`config.mk`:
```
export PLATFORM = sky130hd
export DESIGN_NAME = fixed_divider_seq
export DESIGN_NICKNAME = d
export VERILOG_FILES = /design/src/rtl/fixed_divider_seq.sv
export SDC_FILE = /design/constraint.sdc
export NUM_CORES = 1
export LEC_CHECK = 0
export CAP_MARGIN = 20
export CORE_MARGIN = 2
export CORE_UTILIZATION = 45
export CTS_CLUSTER_SIZE = 25
export DETAILED_ROUTE_END_ITERATION = 12
export PLACE_DENSITY = 0.75
export RECOVER_POWER = 50
export SYNTH_ARGS = -nofsm -noshare
export SYNTH_HDL_FRONTEND = slang
export SYNTH_SLANG_ARGS = --single-unit
```
`constraint.sdc`:
```
create_clock -name clk -period 3.7 [get_ports clk]
set_input_delay 0.74 -clock clk [delete_from_list [all_inputs] [get_ports clk]]
set_output_delay 0.74 -clock clk [all_outputs]
set_load 0.005 [all_outputs]
```
`src/rtl/fixed_divider_seq.sv`:
```
// rtl/fixed_divider_seq.sv - sequential restoring fixed-point divider, Q(SIZE).(FRAC) result
module fixed_divider_seq #(
    parameter int SIZE = 8,
    parameter int FRAC = 10
) (
    input  logic            clk,
    input  logic            rst,
    input  logic            start,
    input  logic [SIZE-1:0] a,
    input  logic [SIZE-1:0] b,
    input  logic            sgn,
    input  logic            rnd,
    output logic [SIZE-1:0] m,
    output logic [FRAC-1:0] f,
    output logic            busy,
    output logic            done,
    output logic            div_zero,
    output logic            overflow
);

    // W result bits, N quotient bits including the rounding guard bit
    localparam int W  = SIZE + FRAC;
    localparam int N  = W + 1;
    localparam int CW = $clog2(N + 1);

    // Saturation values and rounded-magnitude limits for the signed range
    localparam logic [W-1:0] MAX_POS = {1'b0, {(W-1){1'b1}}};
    localparam logic [W-1:0] MIN_NEG = {1'b1, {(W-1){1'b0}}};
    localparam logic [W:0]   POS_LIM = {2'b00, {(W-1){1'b1}}};
    localparam logic [W:0]   NEG_LIM = {2'b01, {(W-1){1'b0}}};

    typedef enum logic [1:0] {
        S_IDLE = 2'd0,
        S_PREP = 2'd1,
        S_DIV  = 2'd2,
        S_FIN  = 2'd3
    } state_t;

    state_t state_q, state_d;

    // Captured operands and mode bits
    logic [SIZE-1:0] a_q, a_d;
    logic [SIZE-1:0] b_q, b_d;
    logic            sgn_q, sgn_d;
    logic            rnd_q, rnd_d;

    // Division datapath
    logic [SIZE-1:0] mag_b_q, mag_b_d;
    logic [N-1:0]    dvd_q, dvd_d;
    logic [N-1:0]    quo_q, quo_d;
    logic [SIZE:0]   rem_q, rem_d;
    logic            neg_q, neg_d;
    logic [CW-1:0]   cnt_q, cnt_d;

    // Registered results
    logic [W-1:0]    res_q, res_d;
    logic            dz_q, dz_d;
    logic            ov_q, ov_d;
    logic            done_q, done_d;

    // Combinational helpers
    logic [SIZE-1:0] mag_a;
    logic [SIZE-1:0] mag_b;
    logic [SIZE+1:0] trial;
    logic            ge;
    logic [W-1:0]    q_mag;
    logic            guard;
    logic [W:0]      r_sum;
    logic [W-1:0]    fin_res;
    logic            fin_dz;
    logic            fin_ov;

    assign mag_a = (sgn_q && a_q[SIZE-1]) ? (~a_q + SIZE'(1)) : a_q;
    assign mag_b = (sgn_q && b_q[SIZE-1]) ? (~b_q + SIZE'(1)) : b_q;

    // One restoring step: shift next dividend bit into the remainder, subtract if it fits
    assign trial = {rem_q, dvd_q[N-1]};
    assign ge    = (trial >= {2'b00, mag_b_q});

    // Quotient magnitude, guard bit and the rounded magnitude (one bit wider for the carry)
    assign q_mag = quo_q[N-1:1];
    assign guard = quo_q[0];
    assign r_sum = {1'b0, q_mag} + {{W{1'b0}}, rnd_q & guard};

    // Final result selection: divide-by-zero, saturation or the (negated) rounded magnitude
    always_comb begin
        fin_res = r_sum[W-1:0];
        fin_dz  = 1'b0;
        fin_ov  = 1'b0;
        if (mag_b_q == '0) begin
            fin_dz = 1'b1;
            if (!sgn_q) begin
                fin_res = '1;
            end else if (a_q[SIZE-1]) begin
                fin_res = MIN_NEG;
            end else begin
                fin_res = MAX_POS;
            end
        end else if (!sgn_q) begin
            if (r_sum[W]) begin
                fin_res = '1;
                fin_ov  = 1'b1;
            end
        end else if (!neg_q) begin
            if (r_sum > POS_LIM) begin
                fin_res = MAX_POS;
                fin_ov  = 1'b1;
            end
        end else begin
            if (r_sum > NEG_LIM) begin
                fin_res = MIN_NEG;
                fin_ov  = 1'b1;
            end else begin
                fin_res = ~r_sum[W-1:0] + W'(1);
            end
        end
    end

    // State register
    always_ff @(posedge clk or negedge rst) begin
        if (!rst) begin
            state_q <= S_IDLE;
        end else begin
            state_q <= state_d;
        end
    end

    // Next-state logic
    always_comb begin
        state_d = state_q;
        case (state_q)
            S_IDLE: if (start) state_d = S_PREP;
            S_PREP: state_d = (b_q == '0) ? S_FIN : S_DIV;
            S_DIV:  if (cnt_q == CW'(1)) state_d = S_FIN;
            S_FIN:  state_d = S_IDLE;
            default: state_d = S_IDLE;
        endcase
    end

    // Outputs decoded from state
    always_comb begin
        busy = (state_q != S_IDLE);
    end

    // Datapath next-state: capture, prepare magnitudes, iterate, register results
    always_comb begin
        a_d     = a_q;
        b_d     = b_q;
        sgn_d   = sgn_q;
        rnd_d   = rnd_q;
        mag_b_d = mag_b_q;
        dvd_d   = dvd_q;
        quo_d   = quo_q;
        rem_d   = rem_q;
        neg_d   = neg_q;
        cnt_d   = cnt_q;
        res_d   = res_q;
        dz_d    = dz_q;
        ov_d    = ov_q;
        done_d  = 1'b0;
        case (state_q)
            S_IDLE: begin
                if (start) begin
                    a_d   = a;
                    b_d   = b;
                    sgn_d = sgn;
                    rnd_d = rnd;
                end
            end
            S_PREP: begin
                mag_b_d = mag_b;
                dvd_d   = {mag_a, {(FRAC+1){1'b0}}};
                quo_d   = '0;
                rem_d   = '0;
                neg_d   = sgn_q & (a_q[SIZE-1] ^ b_q[SIZE-1]);
                cnt_d   = CW'(N);
            end
            S_DIV: begin
                rem_d = ge ? (trial[SIZE:0] - {1'b0, mag_b_q}) : trial[SIZE:0];
                quo_d = {quo_q[N-2:0], ge};
                dvd_d = {dvd_q[N-2:0], 1'b0};
                cnt_d = cnt_q - CW'(1);
            end
            S_FIN: begin
                res_d  = fin_res;
                dz_d   = fin_dz;
                ov_d   = fin_ov;
                done_d = 1'b1;
            end
            default: ;
        endcase
    end

    // Datapath registers; reset abandons any operation and clears the outputs
    always_ff @(posedge clk or negedge rst) begin
        if (!rst) begin
            a_q     <= '0;
            b_q     <= '0;
            sgn_q   <= 1'b0;
            rnd_q   <= 1'b0;
            mag_b_q <= '0;
            dvd_q   <= '0;
            quo_q   <= '0;
            rem_q   <= '0;
            neg_q   <= 1'b0;
            cnt_q   <= '0;
            res_q   <= '0;
            dz_q    <= 1'b0;
            ov_q    <= 1'b0;
            done_q  <= 1'b0;
        end else begin
            a_q     <= a_d;
            b_q     <= b_d;
            sgn_q   <= sgn_d;
            rnd_q   <= rnd_d;
            mag_b_q <= mag_b_d;
            dvd_q   <= dvd_d;
            quo_q   <= quo_d;
            rem_q   <= rem_d;
            neg_q   <= neg_d;
            cnt_q   <= cnt_d;
            res_q   <= res_d;
            dz_q    <= dz_d;
            ov_q    <= ov_d;
            done_q  <= done_d;
        end
    end

    assign m        = res_q[W-1:FRAC];
    assign f        = res_q[FRAC-1:0];
    assign done     = done_q;
    assign div_zero = dz_q;
    assign overflow = ov_q;

endmodule

```
==> run summary, run 1 <==
outcome -> finished with violations
failing checks -> max-capacitance violations, max-slew violations
RSZ-0062 raised after global routing -> false
Initial DRC Count -> 467
Area contributors post-synth -> dfrtp_1, mux2_2, xnor2_1, a21oi_1, ha_1
Total Neg Setup Slack -> 0 ns
HPWL after DPL -> 10500 microns
global-route wire length before repair -> 25100 microns
critical path launch point type -> register
TritonCTS Buffers -> 9
IO buf count -> 42
CP Class -> register to register
CTS clk-pin slew, worst paths -> 0.06 ns
area of the multi-input gates -> 3320 sq um
Max VDD drop -> 0.000678 V
Setup Viol. Count Final -> 0
Global Route Usage Sum -> 0.217
CP Capture Type -> register
Post-CTS Hold Buffers -> 0
Die Width -> 119 microns
layout cells sized above 1 -> 0.106
H-tree depth -> 3
Layout area overhead -> 13.9%
Reg area -> 2280 sq um
Root Buffer -> clkbuf_16
number of remaining DRC errors -> 0
clk buf depth -> 2
Die Area -> 14200 sq um
Pwr Total -> 0.00475 W
Core Rows -> 42
top_reg_cell synth -> dfrtp_1
Core Footprint -> 13100 sq um
cell leakage power -> 2.77 nW
Avg Inst Size Synth -> 8.80 sq um
post-synthesis cell type count -> 68
CTS tree -> built
Synth top area share -> 0.382
Overflow after GRT -> 0
Final Hold Vio Count -> 0
Worst EP required -> 3.97 ns
Slew @ Worst Pin -> 2.38 ns
cell accounting for the most synthesized area -> dfrtp_1
initial core utilization -> 0.456
synthesis-stage register bit count -> 91
crit share post-route -> 0.912
I/O pin count -> 43
Post-DRT Antenna Nets -> 0
EDFF count, synth -> 0
Pre-antenna DRT Iters -> 7
via/cell ratio -> 5.91
routability cong. -> 0.967
CTS Sinks -> 91
Die Y -> 119 microns
fmax -> 296 MHz
Arrival @ worst endpoint -> 3.64 ns
vias -> 5224
Post-DP Area -> 6530 sq um
Cell Pwr Density -> 698 nW/um^2
synth warn -> 0
Hold Crit Class -> register to register
nets@finish -> 747
post-synthesis cell count -> 678
fin. max-slew vios -> 45
antenna violations before repair -> 0
Final Skew -> 0.00767 ns
cell area after layout -> 6800 sq um
synthesized net count -> 721
Max-Cap Viols -> 1
Wirelength per Cell -> 16.6 microns
r2r setup slk -> 0.33 ns
Seq/Total Area, Yosys -> 0.382
Skew-Pair Late Insertion Delay -> 0.34 ns
final wirelength -> 14600 microns
Post-Syn Area -> 5960 sq um
Rel. slew slack -> -0.584
largest net degree at the start of global routing -> 54
crit-path max FO -> 6
vias in the first global route -> 5121
filler cell count -> 1176
fraction of registers with async set/reset -> 1.00
ant diodes -> 0
min cycle time layout -> 3.37 ns
[state kept, by name (all words and copies together) (netlist names)]
name / count
done: 1
div_zero: 1
quo_q: 19
res_q: 18
rem_q: 9
sgn_q: 1
b_q: 8
dvd_q: 8
a_q: 8
mag_b_q: 8
overflow: 1
state_q: 2
neg_q: 1
cnt_q: 5
rnd_q: 1
[cell usage after synthesis (4+ instances only)]
cell type / n
o31ai_1: 7
nand4_1: 12
buf_2: 6
a31o_2: 4
nand2_1: 46
dfrtp_1: 91
nand3b_1: 4
o22ai_1: 18
mux2i_1: 9
o311ai_0: 7
nor2b_1: 7
a31oi_1: 9
inv_1: 52
a21boi_0: 4
a211oi_1: 4
nand3_1: 38
xor2_1: 4
ha_1: 21
buf_4: 6
a21oi_1: 59
clkbuf_1: 28
xnor2_1: 36
or3_1: 5
mux2_2: 28
nor4_1: 13
nor3_1: 14
o21ai_0: 47
nand2b_1: 9
nor2_1: 32
and2_1: 5
[per-stage QoR]
stage	worst slack (ns)	utilization	hold WS, ns	std cells
after floorplan	0.639	-	0.444	678
after global placement	0.352	0.499	0.485	868
after detailed placement	0.208	0.499	0.488	868
after CTS	0.185	0.519	0.408	883
after global routing	0.0149	0.519	0.519	884
final	0.326	0.519	0.503	884
[repair_timing]
action | in CTS | in global routing
resized for setup | 0 | 3
setup buffers | 0 | 0
endpoints found under the setup margin | 0 | 9
[worst paths after layout]
path                                       from  cells past startpoint                   end
min                        div_zero$_DFFE_PN0P_                      1  div_zero$_DFFE_PN0P_
max reg2reg                quo_q[0]$_DFFE_PN0P_                     14  res_q[7]$_DFFE_PN0P_
max                        quo_q[0]$_DFFE_PN0P_                     14  res_q[7]$_DFFE_PN0P_
min in group asynchronous                   rst                      1     rnd_q$_DFFE_PN0P_
max in group asynchronous                   rst                      2  div_zero$_DFFE_PN0P_
min reg2reg                div_zero$_DFFE_PN0P_                      1  div_zero$_DFFE_PN0P_
[worst max-delay path, stage by stage, from the launching register on]
cell and delay, ns:
dfrtp_1 0.39, and2_1 0.17, ha_1 0.25, ha_1 0.38
inv_1 0.08, ha_1 0.19, or4b_1 0.46, o31ai_2 0.13
o31ai_2 0.18, nand3b_1 0.25, o21ai_2 0.24, buf_4 0.18
nor2b_1 0.13, o21ai_0 0.09, a31oi_1 0.17
[per-layer routing]
layer,vias up,share of wire,global-route usage
met3,27,0.042,0.0292
met5,-,0,0
met1,2545,0.44,0.285
li1,2497,-,-
met4,0,0.023,0.0818
met2,155,0.50,0.364
[final cells by class]
type,instances,area share
clock inverters,2,0.00184
clock buffers,13,0.0368
repair buffers,57,0.0759
multi-input cells,493,0.489
well taps,176,0.0324
inverters,52,0.0287
flip-flops and latches,91,0.335
[layout by cell type (no fill, tap or decap), drive strengths merged, types with 2 or more instances in the layout]
cell type	count
a211oi	4
a21boi	5
a21oi	59
a22oi	2
a2bb2oi	2
a31o	4
a31oi	9
and2	5
and3	3
and4	2
buf	12
clkbuf	17
clkdlybuf4s50	38
dfrtp	91
dlygate4sd3	3
ha	21
inv	52
mux2	28
mux2i	9
nand2	46
nand2b	9
nand3	40
nand3b	4
nand4	13
nor2	33
nor2b	7
nor3	14
nor4	15
o211ai	3
o21ai	50
o221ai	3
o22ai	18
o311ai	8
o31ai	7
o41ai	4
or2	3
or3	5
xnor2	36
xor2	4
[report_power, final]
group | switching, W | total (W) | leakage [nW] | internal (W)
combinational | 0.00119 | 0.00221 | 1.50 | 0.00102
sequential | 0.000351 | 0.00170 | 1.14 | 0.00135
clock | 0.000364 | 0.000833 | 0.126 | 0.000469
[kinds of logic after synthesis]
kind of cell             share of synthesized area
AND/OR/NAND/NOR                              0.183
multiplexers                                0.0680
AO/OA/AOI/OAI                                0.197
buffers and inverters                       0.0642
XOR/XNOR                                    0.0587
flip-flops                                   0.382
adder cells (fa/ha/maj)                     0.0474
Note: power is estimated with default switching activity, not from simulation.
==> run 2, diff against run 1 <==
- RECOVER_POWER: 50 -> not set
==> run 2 against run 1 <==
The run now ends clean. Global-route usage unchanged. Worst hold slack got worse by 0.11 ns. Sequential power is essentially flat. Cell count did not move. Register-to-register slack hardly changed. Combinational power hardly changed. First-iteration DRC count is 1.1% higher. Clock skew increased by 0.00070 ns. Setup slack worse by 0.014 ns.
==> run summary, run 2 (synthesis results as in run 1) <==
min cycle time layout -> 3.39 ns (+0.0135 ns)
Final Hold Vio Count -> 0 (unchanged)
vias -> 5237 (+0.25%)
most frequent cells in the layout -> dfrtp_1, a21oi_1, inv_1, o21ai_0, nand2_1
layout cells sized above 1 -> 0.109 (+0.00282)
Skew-Pair Late Insertion Delay -> 0.35 ns (about the same)
antenna violations before repair -> 0 (unchanged)
Global Route Usage Sum -> 0.217 (unchanged)
worst slack, placed -> 0.208 ns (unchanged)
crit-path max FO -> 6 (unchanged)
outcome -> completed
critical path's slowest cell -> or4b_1
dpl cells -> 868 (unchanged)
family with the most delay on the worst path -> compound AO/OA/AOI/OAI gates
fmax -> 295 MHz (-0.40%)
Die Area -> 14200 sq um (unchanged)
r2r setup slk -> 0.31 ns (about the same)
Pwr Total -> 0.00475 W (+0.11%)
Critical Path Max Stage Delay -> 0.46 ns (about the same)
commonest non-fill, non-tap cell in the layout -> dfrtp_1
Core Footprint -> 13100 sq um (unchanged)
Int Power -> 0.00285 W (+0.20%)
Max VDD drop -> 0.000679 V (about the same)
Slew @ Worst Pin -> 0.901 ns (-1.48 ns)
Overflow after GRT -> 0 (unchanged)
Non-Filler Instances -> 884 (unchanged)
Total Neg Setup Slack -> 0 ns (unchanged)
final wirelength -> 14700 microns (+0.14%)
Wirelength per Cell -> 16.6 microns (+0.14%)
number of remaining DRC errors -> 0 (unchanged)
via/cell ratio -> 5.92 (+0.25%)
Hold Crit Class -> input pin to asynchronous set/reset pin
largest registers -> quo_q (19), res_q (18), rem_q (9)
clk buf depth -> 2 (unchanged)
largest net degree at the start of global routing -> 54 (unchanged)
CTS clk-pin slew, worst paths -> 0.06 ns (about the same)
combinational fraction of design power -> 0.467 (about the same)
CP Capture Type -> register
CTS tree -> built
CP Class -> register to register
global-route wire length before repair -> 25100 microns (unchanged)
Cell Pwr Density -> 698 nW/um^2 (about the same)
Hold Slack -> 0.390 ns (-0.113 ns)
IO buf count -> 42 (unchanged)
ant diodes -> 0 (unchanged)
Buf+Inv Stages, Crit Path -> 2 (unchanged)
fin. max-slew vios -> 0 (-100%)
initial core utilization -> 0.456 (unchanged)
CP cell instances -> and2_1, ha_1, ha_1, inv_1, ha_1, or4b_1, o31ai_2, o31ai_2, nand3b_1, o21ai_2, buf_4, a21oi_1, a2bb2oi_1, a21oi_1
Flop pwr share -> 0.358 (about the same)
Max-Cap Viols -> 0 (-1)
CTS Sinks -> 91 (unchanged)
routability cong. -> 0.967 (unchanged)
Die Y -> 119 microns (unchanged)
Most common cell on crit path -> ha_1
Post-DRT Antenna Nets -> 0 (unchanged)
Rel. slew slack -> 0.400 (+0.984)
post-CTS setup buffers -> 0 (unchanged)
Layout area overhead -> 14.1%
Net Sw Frac -> 0.401 (-0.000514)
Worst EP required -> 3.96 ns (about the same)
cell leakage power -> 2.77 nW (+0.16%)
vias in the first global route -> 5121 (unchanged)
RSZ-0062 raised after global routing -> false
TritonCTS Buffers -> 9 (unchanged)
HPWL after DPL -> 10500 microns (unchanged)
Pre-antenna DRT Iters -> 5 (-2)
Psw -> 0.00190 W (about the same)
H-tree depth -> 3 (unchanged)
crit share post-route -> 0.916 (+0.00366)
I/O pin count -> 43 (unchanged)
Root Buffer -> clkbuf_16
Top reg by flops -> quo_q
Arrival @ worst endpoint -> 3.65 ns (about the same)
nets@finish -> 747 (unchanged)
Clk pwr share -> 0.175 (about the same)
Largest register FFs -> 19 (unchanged)
Die Width -> 119 microns (unchanged)
worst setup margin -> 0.312 ns (-0.0135 ns)
Setup Viol. Count Final -> 0 (unchanged)
Core Rows -> 42 (unchanged)
Final Skew -> 0.00838 ns (+0.000704 ns)
Initial DRC Count -> 472 (+1.1%)
critical path launch point type -> register
run 2: cell count changes in the layout (fill, tap and decap cells not counted), sizes merged:
cell and change:
buf +4, clkbuf -4, clkdlybuf4s50 +3, dlygate4sd3 -3
run 2: through the flow:
stage | cell area (sq um) | utilization
after detailed placement | 6530 | 0.499
final | 6810 | 0.520
after global placement | 6530 | 0.499
after floorplan | 5960 | -
after global routing | 6810 | 0.520
after CTS | 6790 | 0.519
run 2: power by group through the flow:
stage                     sequential (W)  clock (W)  combinational (W)
after floorplan                  0.00159          0            0.00162
after global placement           0.00169          0            0.00211
after detailed placement         0.00171          0            0.00220
after CTS                        0.00170   0.000850            0.00222
after global routing             0.00175   0.000899            0.00248
final                            0.00170   0.000834            0.00222
run 2: worst reg2reg max path: cells and delay by family, from the launching register on:
family	cells	cell delay, ns
fa+ha+maj	3	0.82
simple gates	3	0.88
buf+inv	2	0.27
flops	1	0.39
compound gates	6	0.95
run 2: repair_timing:
item	CTS	global route
hold buffers	0	0
gates resized for setup	0	3
setup endpoints to repair	0	9
run 2: path summary, 6_finish.rpt:
kind	startpoint	end	cells past startpoint
setup / recovery	quo_q[0]$_DFFE_PN0P_	res_q[4]$_DFFE_PN0P_	14
hold / removal	rst	rnd_q$_DFFE_PN0P_	1
setup reg to reg	quo_q[0]$_DFFE_PN0P_	res_q[4]$_DFFE_PN0P_	14
hold reg to reg	rnd_q$_DFFE_PN0P_	rnd_q$_DFFE_PN0P_	1
max in group asynchronous	rst	div_zero$_DFFE_PN0P_	2
min in group clk	rnd_q$_DFFE_PN0P_	rnd_q$_DFFE_PN0P_	1
run 2: layout make-up:
| type | instances | area, sq um |
|---|---|---|
| Clock buffer | 13 | 250 |
| Fill cell | 1173 | 6280 |
| Timing Repair Buffer | 57 | 528 |
| Tap cell | 176 | 220 |
| Multi-Input combinational cell | 493 | 3320 |
| Clock inverter | 2 | 12.5 |
| Inverter | 52 | 195 |
| Sequential cell | 91 | 2280 |
run 2: metal layers:
layer	GRT usage	routed length [microns]	up-vias
li1	-	-	2495
met2	0.364	7250	176
met5	0	0	-
met1	0.285	6370	2541
met3	0.0292	717	25
met4	0.0818	319	0
==> run 3, diff against run 2 <==
- CORE_MARGIN: 2 -> not set
==> run 3 against run 2 <==
Clock skew hardly changed. Cell count is 0.45% lower. Die area is 3.3% lower. Clock power is 2.6% higher. Critical endpoint is now res_q[2]$_DFFE_PN0P_. Combinational power is 3% higher. Sequential cell count stayed put. Global-route usage is 1.5 points higher.
==> run summary, run 3 (synthesis results as in run 1) <==
Slew @ Worst Pin -> 0.778 ns (-0.123 ns)
met3 wire length -> 810 microns (+13%)
Die Width -> 117 microns (-1.7%)
fmax -> 294 MHz (-0.29%)
Worst EP required -> 3.97 ns (about the same)
TritonCTS Buffers -> 9 (unchanged)
Arrival @ worst endpoint -> 3.66 ns (about the same)
Pre-antenna DRT Iters -> 5 (unchanged)
Non-Filler Instances -> 880 (-0.45%)
Root Buffer -> clkbuf_16
Final Skew -> 0.00844 ns (+0.0000672 ns)
Die Y -> 117 microns (-1.7%)
cell leakage power -> 2.77 nW (about the same)
commonest non-fill, non-tap cell in the layout -> dfrtp_1
Core Footprint -> 12800 sq um (-2.4%)
via/cell ratio -> 6.06 (+2.3%)
CP Class -> register to register
Max-Cap Viols -> 0 (unchanged)
critical path's slowest cell -> or4_1
Met2 Wirelength -> 7270 microns (+0.28%)
CTS Sinks -> 91 (unchanged)
CP cell instances -> and2_1, ha_1, ha_2, nand3_1, or4_1, o32ai_2, o221ai_1, o21ai_2, and2_1, o21ai_1, a32oi_1
Layout area overhead -> 14.2% (about the same)
I/O pin count -> 43 (unchanged)
Hold Crit Class -> input pin to asynchronous set/reset pin
Initial DRC Count -> 471 (-0.21%)
H-tree depth -> 3 (unchanged)
Setup Viol. Count Final -> 0 (unchanged)
RSZ-0062 raised after global routing -> false
final wirelength -> 15100 microns (+2.8%)
antenna violations before repair -> 0 (unchanged)
routability cong. -> 0.906 (-6.2%)
CTS clk-pin slew, worst paths -> 0.07 ns (about the same)
vias in the first global route -> 5131 (+0.20%)
Top Layer Used -> met4
filler cell count -> 1154 (-1.6%)
clk buf depth -> 2 (unchanged)
initial core utilization -> 0.467 (+0.0111)
HPWL after DPL -> 10700 microns (+1.2%)
crit share post-route -> 0.918 (+0.00271)
global-route wire length before repair -> 24800 microns (-0.91%)
Rel. slew slack -> 0.480 (+0.0805)
vias -> 5333 (+1.8%)
CP Capture Type -> register
Post-DRT Antenna Nets -> 0 (unchanged)
IO buf count -> 42 (unchanged)
ant diodes -> 0 (unchanged)
Critical Path Max Stage Delay -> 0.62 ns (+0.16 ns)
Most common cell on crit path -> and2_1
Post-CTS Hold Buffers -> 0 (unchanged)
Core Rows -> 41 (-2.4%)
Die Area -> 13700 sq um (-3.3%)
Skew-Pair Late Insertion Delay -> 0.34 ns (about the same)
nets@finish -> 748 (+0.13%)
Final Hold Vio Count -> 0 (unchanged)
most frequent cells in the layout -> dfrtp_1, a21oi_1, inv_1, o21ai_0, nand2_1
Global Route Usage Sum -> 0.232 (+0.0151)
fin. max-slew vios -> 0 (unchanged)
outcome -> completed
layout cells sized above 1 -> 0.113 (+0.00424)
CTS tree -> built
Wirelength per Cell -> 17.1 microns (+3.3%)
Largest register FFs -> 19 (unchanged)
dpl cells -> 863 (-0.58%)
critical path launch point type -> register
Top reg by flops -> quo_q
Max VDD drop -> 0.000723 V (+6.5%)
largest net degree at the start of global routing -> 64 (+19%)
family with the most delay on the worst path -> simple AND/OR/NAND/NOR gates
min cycle time layout -> 3.40 ns (+0.0100 ns)
Cell Pwr Density -> 705 nW/um^2 (+0.94%)
Buf+Inv Stages, Crit Path -> 0 (-2)
Total Neg Setup Slack -> 0 ns (unchanged)
crit-path max FO -> 9 (+3)
largest registers -> quo_q (19), res_q (18), rem_q (9)
met1 WL -> 6540 microns (+2.6%)
Overflow after GRT -> 0 (unchanged)
number of remaining DRC errors -> 0 (unchanged)
## run 3: worst reg2reg max path, stage by stage, from the launching register on
cell and delay (ns):
dfrtp_1 0.37, and2_1 0.14, ha_1 0.27, ha_2 0.32, nand3_1 0.22, or4_1 0.62, o32ai_2 0.29, o221ai_1 0.21
o21ai_2 0.25, and2_1 0.31, o21ai_1 0.12, a32oi_1 0.20
## run 3: report_power, final
| part | internal [W] | switching, W | leakage, nW | total [W] |
|---|---|---|---|---|
| Combinational | 0.00103 | 0.00125 | 1.50 | 0.00228 |
| Sequential | 0.00135 | 0.000318 | 1.14 | 0.00167 |
| Clock | 0.000453 | 0.000403 | 0.128 | 0.000856 |
| Total | 0.00283 | 0.00197 | 2.77 | 0.00480 |
## run 3: worst paths after layout
check                                startpoint              endpoint  slack [ns]  cells past startpoint
max                        quo_q[0]$_DFFE_PN0P_  res_q[2]$_DFFE_PN0P_        0.30                     11
min                                         rst  res_q[5]$_DFFE_PN0P_        0.40                      1
max reg2reg                quo_q[0]$_DFFE_PN0P_  res_q[2]$_DFFE_PN0P_        0.30                     11
min reg2reg                   rnd_q$_DFFE_PN0P_     rnd_q$_DFFE_PN0P_        0.50                      1
max in group asynchronous                   rst  rem_q[6]$_DFFE_PN0P_        2.54                      2
min in group clk              rnd_q$_DFFE_PN0P_     rnd_q$_DFFE_PN0P_        0.50                      1
## run 3: metrics by stage
step	utilization	setup slack (ns)	total power [W]	hold slack (ns)	area, sq um
after floorplan	-	0.639	0.00321	0.444	5960
after global placement	0.510	0.299	0.00381	0.483	6510
after detailed placement	0.510	0.167	0.00394	0.495	6520
after CTS	0.531	0.144	0.00480	0.414	6780
after global routing	0.533	0.0776	0.00515	0.438	6810
final	0.533	0.302	0.00480	0.401	6810
## run 3: layer usage
metal  track usage  vias up
met3        0.0417       40
met5             0        -
li1              -     2507
met2         0.383      209
met4         0.104        0
met1         0.298     2577
## run 3: timing repair
| action | 4_1_cts | 5_1_grt |
|---|---|---|
| setup endpoints to repair | 0 | 13 |
| setup buffers | 0 | 2 |
| gates resized for setup | 0 | 3 |
## run 3: area by class of cell
cell class                      instances  area [sq um]  area share
Timing Repair Buffer                   58           536      0.0786
Multi-Input combinational cell        493          3330       0.488
Clock inverter                          5          38.8     0.00569
Inverter                               52           195      0.0286
Sequential cell                        91          2280       0.334
Tap cell                              172           215      0.0316
Clock buffer                            9           225      0.0331
